`src/rtl/gray_counter_ud_if.sv`:
```
// Control and status bundle for gray_counter_ud.
// The counter sits on the slave side; the pointer owner drives the master side.
interface gray_counter_ud_if #(
    parameter int unsigned W = 4
);
    logic         clr;
    logic         ld;
    logic [W-1:0] ld_gray;
    logic         en;
    logic         dir;
    logic [W-1:0] bin_o;
    logic [W-1:0] gray_o;
    logic [W-1:0] gray_next_o;
    logic         at_max_o;
    logic         at_min_o;
    logic         wrap_o;

    modport master (
        output clr, ld, ld_gray, en, dir,
        input  bin_o, gray_o, gray_next_o, at_max_o, at_min_o, wrap_o
    );

    modport slave (
        input  clr, ld, ld_gray, en, dir,
        output bin_o, gray_o, gray_next_o, at_max_o, at_min_o, wrap_o
    );
endinterface

```
`src/rtl/gray_counter_ud.sv`:
```
// Up/down Gray-code pointer counter with clear, Gray load and saturate-or-wrap mode.
// Binary count and its Gray image are registered together so gray_o never lags bin_o.
module gray_counter_ud #(
    parameter int unsigned W        = 4,
    parameter int unsigned INIT_BIN = 0,
    parameter bit          SATURATE = 1'b0
) (
    input logic            clk,
    input logic            rst_n,
    gray_counter_ud_if.slave bus
);
    localparam logic [W-1:0] InitBin = W'(INIT_BIN);
    localparam logic [W-1:0] MaxVal  = '1;
    localparam logic [W-1:0] MinVal  = '0;

    function automatic logic [W-1:0] bin2gray(input logic [W-1:0] b);
        return b ^ (b >> 1);
    endfunction

    function automatic logic [W-1:0] gray2bin(input logic [W-1:0] g);
        logic [W-1:0] b;
        b = g;
        for (int i = int'(W) - 2; i >= 0; i--) begin
            b[i] = b[i+1] ^ g[i];
        end
        return b;
    endfunction

    logic [W-1:0] bin_q, bin_d;
    logic [W-1:0] gray_q;
    logic         at_max_q, at_min_q;
    logic         wrap_q, wrap_d;

    always_comb begin
        bin_d  = bin_q;
        wrap_d = 1'b0;
        if (bus.clr) begin
            bin_d = InitBin;
        end else if (bus.ld) begin
            bin_d = gray2bin(bus.ld_gray);
        end else if (bus.en) begin
            if (bus.dir) begin
                if (bin_q == MaxVal) begin
                    if (!SATURATE) begin
                        bin_d  = MinVal;
                        wrap_d = 1'b1;
                    end
                end else begin
                    bin_d = bin_q + W'(1);
                end
            end else begin
                if (bin_q == MinVal) begin
                    if (!SATURATE) begin
                        bin_d  = MaxVal;
                        wrap_d = 1'b1;
                    end
                end else begin
                    bin_d = bin_q - W'(1);
                end
            end
        end
    end

    // Flags are derived from bin_d so they line up with bin_o on the same edge.
    always_ff @(posedge clk or negedge rst_n) begin
        if (!rst_n) begin
            bin_q    <= InitBin;
            gray_q   <= bin2gray(InitBin);
            at_max_q <= (InitBin == MaxVal);
            at_min_q <= (InitBin == MinVal);
            wrap_q   <= 1'b0;
        end else begin
            bin_q    <= bin_d;
            gray_q   <= bin2gray(bin_d);
            at_max_q <= (bin_d == MaxVal);
            at_min_q <= (bin_d == MinVal);
            wrap_q   <= wrap_d;
        end
    end

    assign bus.bin_o       = bin_q;
    assign bus.gray_o      = gray_q;
    assign bus.gray_next_o = bin2gray(bin_d);
    assign bus.at_max_o    = at_max_q;
    assign bus.at_min_o    = at_min_q;
    assign bus.wrap_o      = wrap_q;
endmodule
```
`src/flat_wrapper.sv`:
```
// flat-port wrapper written by rule: the top's interface ports become plain ports
module gray_counter_ud_flat 
#(
    parameter int unsigned W        = 4,
    parameter int unsigned INIT_BIN = 0,
    parameter bit          SATURATE = 1'b0
)
  (clk, rst_n, bus_clr, bus_ld, bus_ld_gray, bus_en, bus_dir, bus_bin_o, bus_gray_o, bus_gray_next_o, bus_at_max_o, bus_at_min_o, bus_wrap_o);
  gray_counter_ud_if #(.W(W)) bus_i ();
  input logic clk;
  input logic rst_n;
  input wire logic [$bits(bus_i.clr)-1:0] bus_clr;
  input wire logic [$bits(bus_i.ld)-1:0] bus_ld;
  input wire logic [$bits(bus_i.ld_gray)-1:0] bus_ld_gray;
  input wire logic [$bits(bus_i.en)-1:0] bus_en;
  input wire logic [$bits(bus_i.dir)-1:0] bus_dir;
  output wire logic [$bits(bus_i.bin_o)-1:0] bus_bin_o;
  output wire logic [$bits(bus_i.gray_o)-1:0] bus_gray_o;
  output wire logic [$bits(bus_i.gray_next_o)-1:0] bus_gray_next_o;
  output wire logic [$bits(bus_i.at_max_o)-1:0] bus_at_max_o;
  output wire logic [$bits(bus_i.at_min_o)-1:0] bus_at_min_o;
  output wire logic [$bits(bus_i.wrap_o)-1:0] bus_wrap_o;
  assign bus_i.clr = bus_clr;
  assign bus_i.ld = bus_ld;
  assign bus_i.ld_gray = bus_ld_gray;
  assign bus_i.en = bus_en;
  assign bus_i.dir = bus_dir;
  assign bus_bin_o = bus_i.bin_o;
  assign bus_gray_o = bus_i.gray_o;
  assign bus_gray_next_o = bus_i.gray_next_o;
  assign bus_at_max_o = bus_i.at_max_o;
  assign bus_at_min_o = bus_i.at_min_o;
  assign bus_wrap_o = bus_i.wrap_o;
  gray_counter_ud #(.W(W), .INIT_BIN(INIT_BIN), .SATURATE(SATURATE)) u_core (.clk(clk), .rst_n(rst_n), .bus(bus_i));
endmodule
```
`config.mk`:
```
export PLATFORM = sky130hd
export DESIGN_NAME = gray_counter_ud_flat
export DESIGN_NICKNAME = d
export VERILOG_FILES = /design/src/rtl/gray_counter_ud_if.sv /design/src/rtl/gray_counter_ud.sv /design/src/flat_wrapper.sv
export SDC_FILE = /design/constraint.sdc
export NUM_CORES = 1
export LEC_CHECK = 0
export CORE_MARGIN = 2
export CORE_UTILIZATION = 48
export DETAILED_ROUTE_END_ITERATION = 8
export PLACE_DENSITY = 0.86
export SLEW_MARGIN = 10
export SYNTH_ARGS = -nofsm -noshare
export SYNTH_HDL_FRONTEND = slang
export SYNTH_SLANG_ARGS = --single-unit
```
`constraint.sdc`:
```
create_clock -name clk -period 3.3 [get_ports clk]
set_input_delay 0.33 -clock clk [delete_from_list [all_inputs] [get_ports clk]]
set_output_delay 0.33 -clock clk [all_outputs]
set_load 0.01 [all_outputs]
```
# After elaboration in Yosys (flattened, before gate mapping)
# Cells that the tools add are included.
[totals] ff_bits=11 inputBits=10 out_inout_bits=15 elab_cells=27
[classes] addsub=2 eq_ne=2 mux=12 bitwise_logic=4 n_reduce_logical=2
[ops] cell="$mux W4" count=6
[ops] cell="$eq A4 B4 Y1 const B" count=2
[ops] cell="$logic_not A4 Y1" count=2
[ops] cell="$mux W1" count=6
[ops] cell="$add A4 B1 Y4 const B" count=1
[ops] cell="$sub A4 B1 Y4 const B" count=1
[ops] cell="$xor A4 B3 Y4" count=1
[ops] cell="$xor A1 B1 Y1" count=3

# Longest topological paths before layout
[logic_depth] word_depth=7 mapped_depth=8 ltp_nobuf=8

# Worst setup path before layout
# Ideal clock, no wire load.
[synth_path] path_type="register to output" start="register u_core.bin_q[0] (netlist: u_core.bus.bin_o[0])" end="output bus_gray_next_o[0]" arrival_time_ns=1.847 required_ns=2.970 path_slack_ns=1.123 stages_incl_launch_ff=8 path_buffers=0 cell_sequence="dfrtp_1 inv_1 ha_1 xnor2_1 mux2i_1 or2_2 a21o_1 ha_1"
[synth_via] elab_chain_len=7 elab_cells_between_ends=11 classes_between="add/sub: 2; eq/ne: 1; mux: 6; bitwise: 1; reduce/logical: 1"
[synth_lines] element="from (decl)" line_no="gray_counter_ud.sv:29" text="logic [W-1:0] bin_q, bin_d;"
[synth_lines] element="from (signal assigned)" line_no="gray_counter_ud.sv:67" text="bin_q <= InitBin;"
[synth_lines] element="from (signal assigned)" line_no="gray_counter_ud.sv:73" text="bin_q <= bin_d;"
[synth_lines] element="$sub A4 B1 Y4 (tied with other cells)" line_no="gray_counter_ud.sv:58" text="bin_d = bin_q - W'(1);"
[synth_lines] element="$mux W4, on equally long branches" line_no="gray_counter_ud.sv:52, gray_counter_ud.sv:43"
[synth_lines] element="$mux W4" line_no="gray_counter_ud.sv:42" text="if (bus.dir) begin"
[synth_lines] element="$mux W4 (*)" line_no="gray_counter_ud.sv:41" text="end else if (bus.en) begin"
[synth_lines] element="$mux W4 (*)" line_no="gray_counter_ud.sv:39" text="end else if (bus.ld) begin"
[synth_lines] element="$mux W4 (*)" line_no="gray_counter_ud.sv:37" text="if (bus.clr) begin"
[synth_lines] element="$xor A4 B3 Y4 (*)" line_no="gray_counter_ud.sv:17" text="return b ^ (b >> 1);"
[synth_lines] element="to (decl)" line_no="flat_wrapper.sv:19" text="output wire logic [$bits(bus_i.gray_next_o)-1:0] bus_gray_next_o;"
# Mark *: on every way between the ends. The rest lies on a longest branch, timed or not.

# Worst setup path in the final report
# Ends and elaborated chain as after synthesis.

==> flow_summary.ini <==
[run_status]
status = completed

[synth]
syn_nets = 93
syn_avg_cell_area_um2 = 9.80
synth_edf_count = 0
yosysSeqAreaShare_pct = 33.3
synth_cells = 77
async_flop_share_pct = 100
ys_types = 39
yosys_most_used_dff = dfrtp_1
ys_ff_latch = 10
yosys.area.top_type_share_pct = 29.9
yosys_warnings = 0
netlist_area_um2 = 754
synth_area_leaders = dfrtp_1 (30%), ha_1 (10%), dfstp_2 (3.5%)
synth_top_cell_by_area = dfrtp_1

[critical_path]
cp_num_buf_inv = 2
crit_path_cell_trace = inv_1 -> ha_1 -> xnor2_1 -> mux2i_1 -> or2_2 -> a21o_1 -> ha_1 -> clkdlybuf4s50_1
crit_path_max_incr_delay_ps = 530
crit_top_cell = ha_1
worstPathArrival_ps = 2740
startpoint_type = flip-flop
cp-end-kind = output pin
cp_max_fo = 8
critPathSlowestCell = clkdlybuf4s50_1
startpoint = u_core.bus.bin_o[0]$_DFF_PN0_
critPathRequiredTime_ps = 2970
critPathTopFamily = buffers and inverters
timing.rr.start = u_core.bus.bin_o[0]$_DFF_PN0_
path_class = reg2out

[global_route]
grt_util_all_layers_pct = 17.9
grt_max_degree = 14
grt_pass1_wl_um = 2490
overflow = 0
grt_antenna_before_repair = 0
grt_pass1_vias = 577

[drt]
viasPerCell = 5.66
routed_wl_um = 1530
dr.first_iter.drc_count = 17
vias = 651
avgRoutedWirePerCell_um = 13.3
drt-pass1-iter-count = 4
ant_nets = 0
drc = 0

[final_layout]
final_common_cell = clkdlybuf4s50_1
utilization_pct = 67.6
final_cell_mix = clkdlybuf4s50_1 (24), dfrtp_1 (9), ha_1 (6)
drive_gt1_share_pct = 11.1
n_antenna_cell = 0
nets = 116
area_growth_pct = 33.3

[clock_network]
ctsResizeCount = 0
cts_setup_buffers = 0
clk_transition_reported_paths_ps = 70
cts_root_buffer = clkbuf_4
cts.sinks = 10
clk_latency_ps = 270
cts_made_buffers = 3
ctsHoldBuffers = 0
htree_levels = 1
cts_buffer_depth = 2
cts_tree = yes

[worst_hold_path]
hold_path_class = in2async

[timing]
hold_viol_final = 0
finalSetupViolations = 0
skew_ps = 2.74
relSlewSlack_pct = 69.5
min_period_ps = 3070
tightestPinTransition_ps = 457
setup-tns-final_ps = 0
rsz0062_at_grt = no
fin_hold_ws_ps = 376
max_freq_ghz = 0.326
period_share_pct = 93.0
slew_viol_final = 0

[power]
p_sw_uw = 122
powerDensity_nw_per_um2 = 410
p_seq_share_pct = 36.7
swShare_pct = 29.7
p_int_uw = 290
p_comb_share_pct = 36.6
max-vdd-ir-drop_mv = 0.262
power_leakage_nw = 0.444
pwr-share-clk_pct = 26.7

[placed_design]
place_hpwl_um = 1190
io_buffers = 24
globalplace.congestion = 0.768

[floorplan]
die_h_um = 43.6
ios = 25
rows = 14
core_area_um2 = 1490
start_util_pct = 50.7
fp.dieW_um = 43.6
die_area_um2 = 1900

[run]
drv_cap = 0
power by group through the flow:
stage               sequential (mW)  combinational, mW  clock (mW)
global route                  0.153              0.164       0.119
detailed placement            0.154              0.151           0
global placement              0.152              0.148           0
floorplan                     0.156             0.0841           0
finish                        0.151              0.151       0.110
CTS                           0.151              0.152       0.114
stage by stage:
stage	power, mW	worst slack, ps	cells	instance area (um2)
2_1_floorplan	0.240	1120	77	754
3_3_place_gp	0.300	388	111	970
3_5_place_dp	0.305	341	111	970
4_1_cts	0.417	219	115	1010
5_1_grt	0.437	89.0	115	1010
6_report	0.413	230	115	1010
state kept, by name, summed over array words and instances, names as in the netlist:
register,count
u_core.bus.at_max_o,1
u_core.bus.at_min_o,1
u_core.bus.bin_o,4
u_core.bus.gray_o,3
u_core.bus.wrap_o,1
worst paths after layout:
| kind | endpoint | slack (ps) | depth (start not counted) |
|---|---|---|---|
| worst min-delay path | u_core.bus.gray_o[2]$_DFF_PN0_ | 380 | 1 |
| worst max register to register | u_core.bus.at_max_o$_DFF_PN0_ | 1230 | 8 |
| min in group clk | u_core.bus.gray_o[1]$_DFF_PN0_ | 790 | 4 |
| max in group asynchronous | u_core.bus.at_min_o$_DFF_PN1_ | 2580 | 1 |
| worst max-delay path | bus_gray_next_o[0] | 230 | 8 |
| worst min register to register | u_core.bus.wrap_o$_DFF_PN0_ | 790 | 2 |
synthesized netlist by cell type, types with 3 or more instances:
master and count:
o21ai_1 3, dfrtp_1 9, nand2_1 5, a21oi_1 4
xnor2_1 3, and2_1 3, ha_1 6, nor2_1 4
inv_1 4
worst reg2reg max path, stage by stage, from the launching register on:
cell and delay [ps]:
dfrtp_1 480, inv_1 120, ha_1 320, xnor2_1 150, mux2i_1 120, or2_2 310
a21oi_1 210, ha_1 190, and2_1 120
per-layer routing:
layer / up-vias / track usage, % / wire length [um]
li1: 315 / - / -
met1: 302 / 21.2 / 684
met2: 30 / 29.4 / 745
met3: 4 / 2.92 / 77
met4: 0 / 12.1 / 27
met5: - / 0 / 0
logic make-up after synthesis:
group | count (synthesis) | share of synthesized area, %
DFF | 10 | 33.3
and+or+nand+nor | 24 | 18.2
muxes | 2 | 2.82
buffers and inverters | 10 | 7.96
AOI/OAI and AO/OA | 20 | 18.9
adders and majority gates | 6 | 9.95
xor gates and xnor gates | 5 | 8.79
layout make-up:
type / instances / area, um2
clock buffer: 4 / 36.3
inverter: 4 / 15.0
tap: 16 / 20.0
sequential: 10 / 251
fill: 114 / 483
multi-input combinational: 57 / 443
timing repair buffer: 24 / 240
Power figures use the tool's default switching activity.
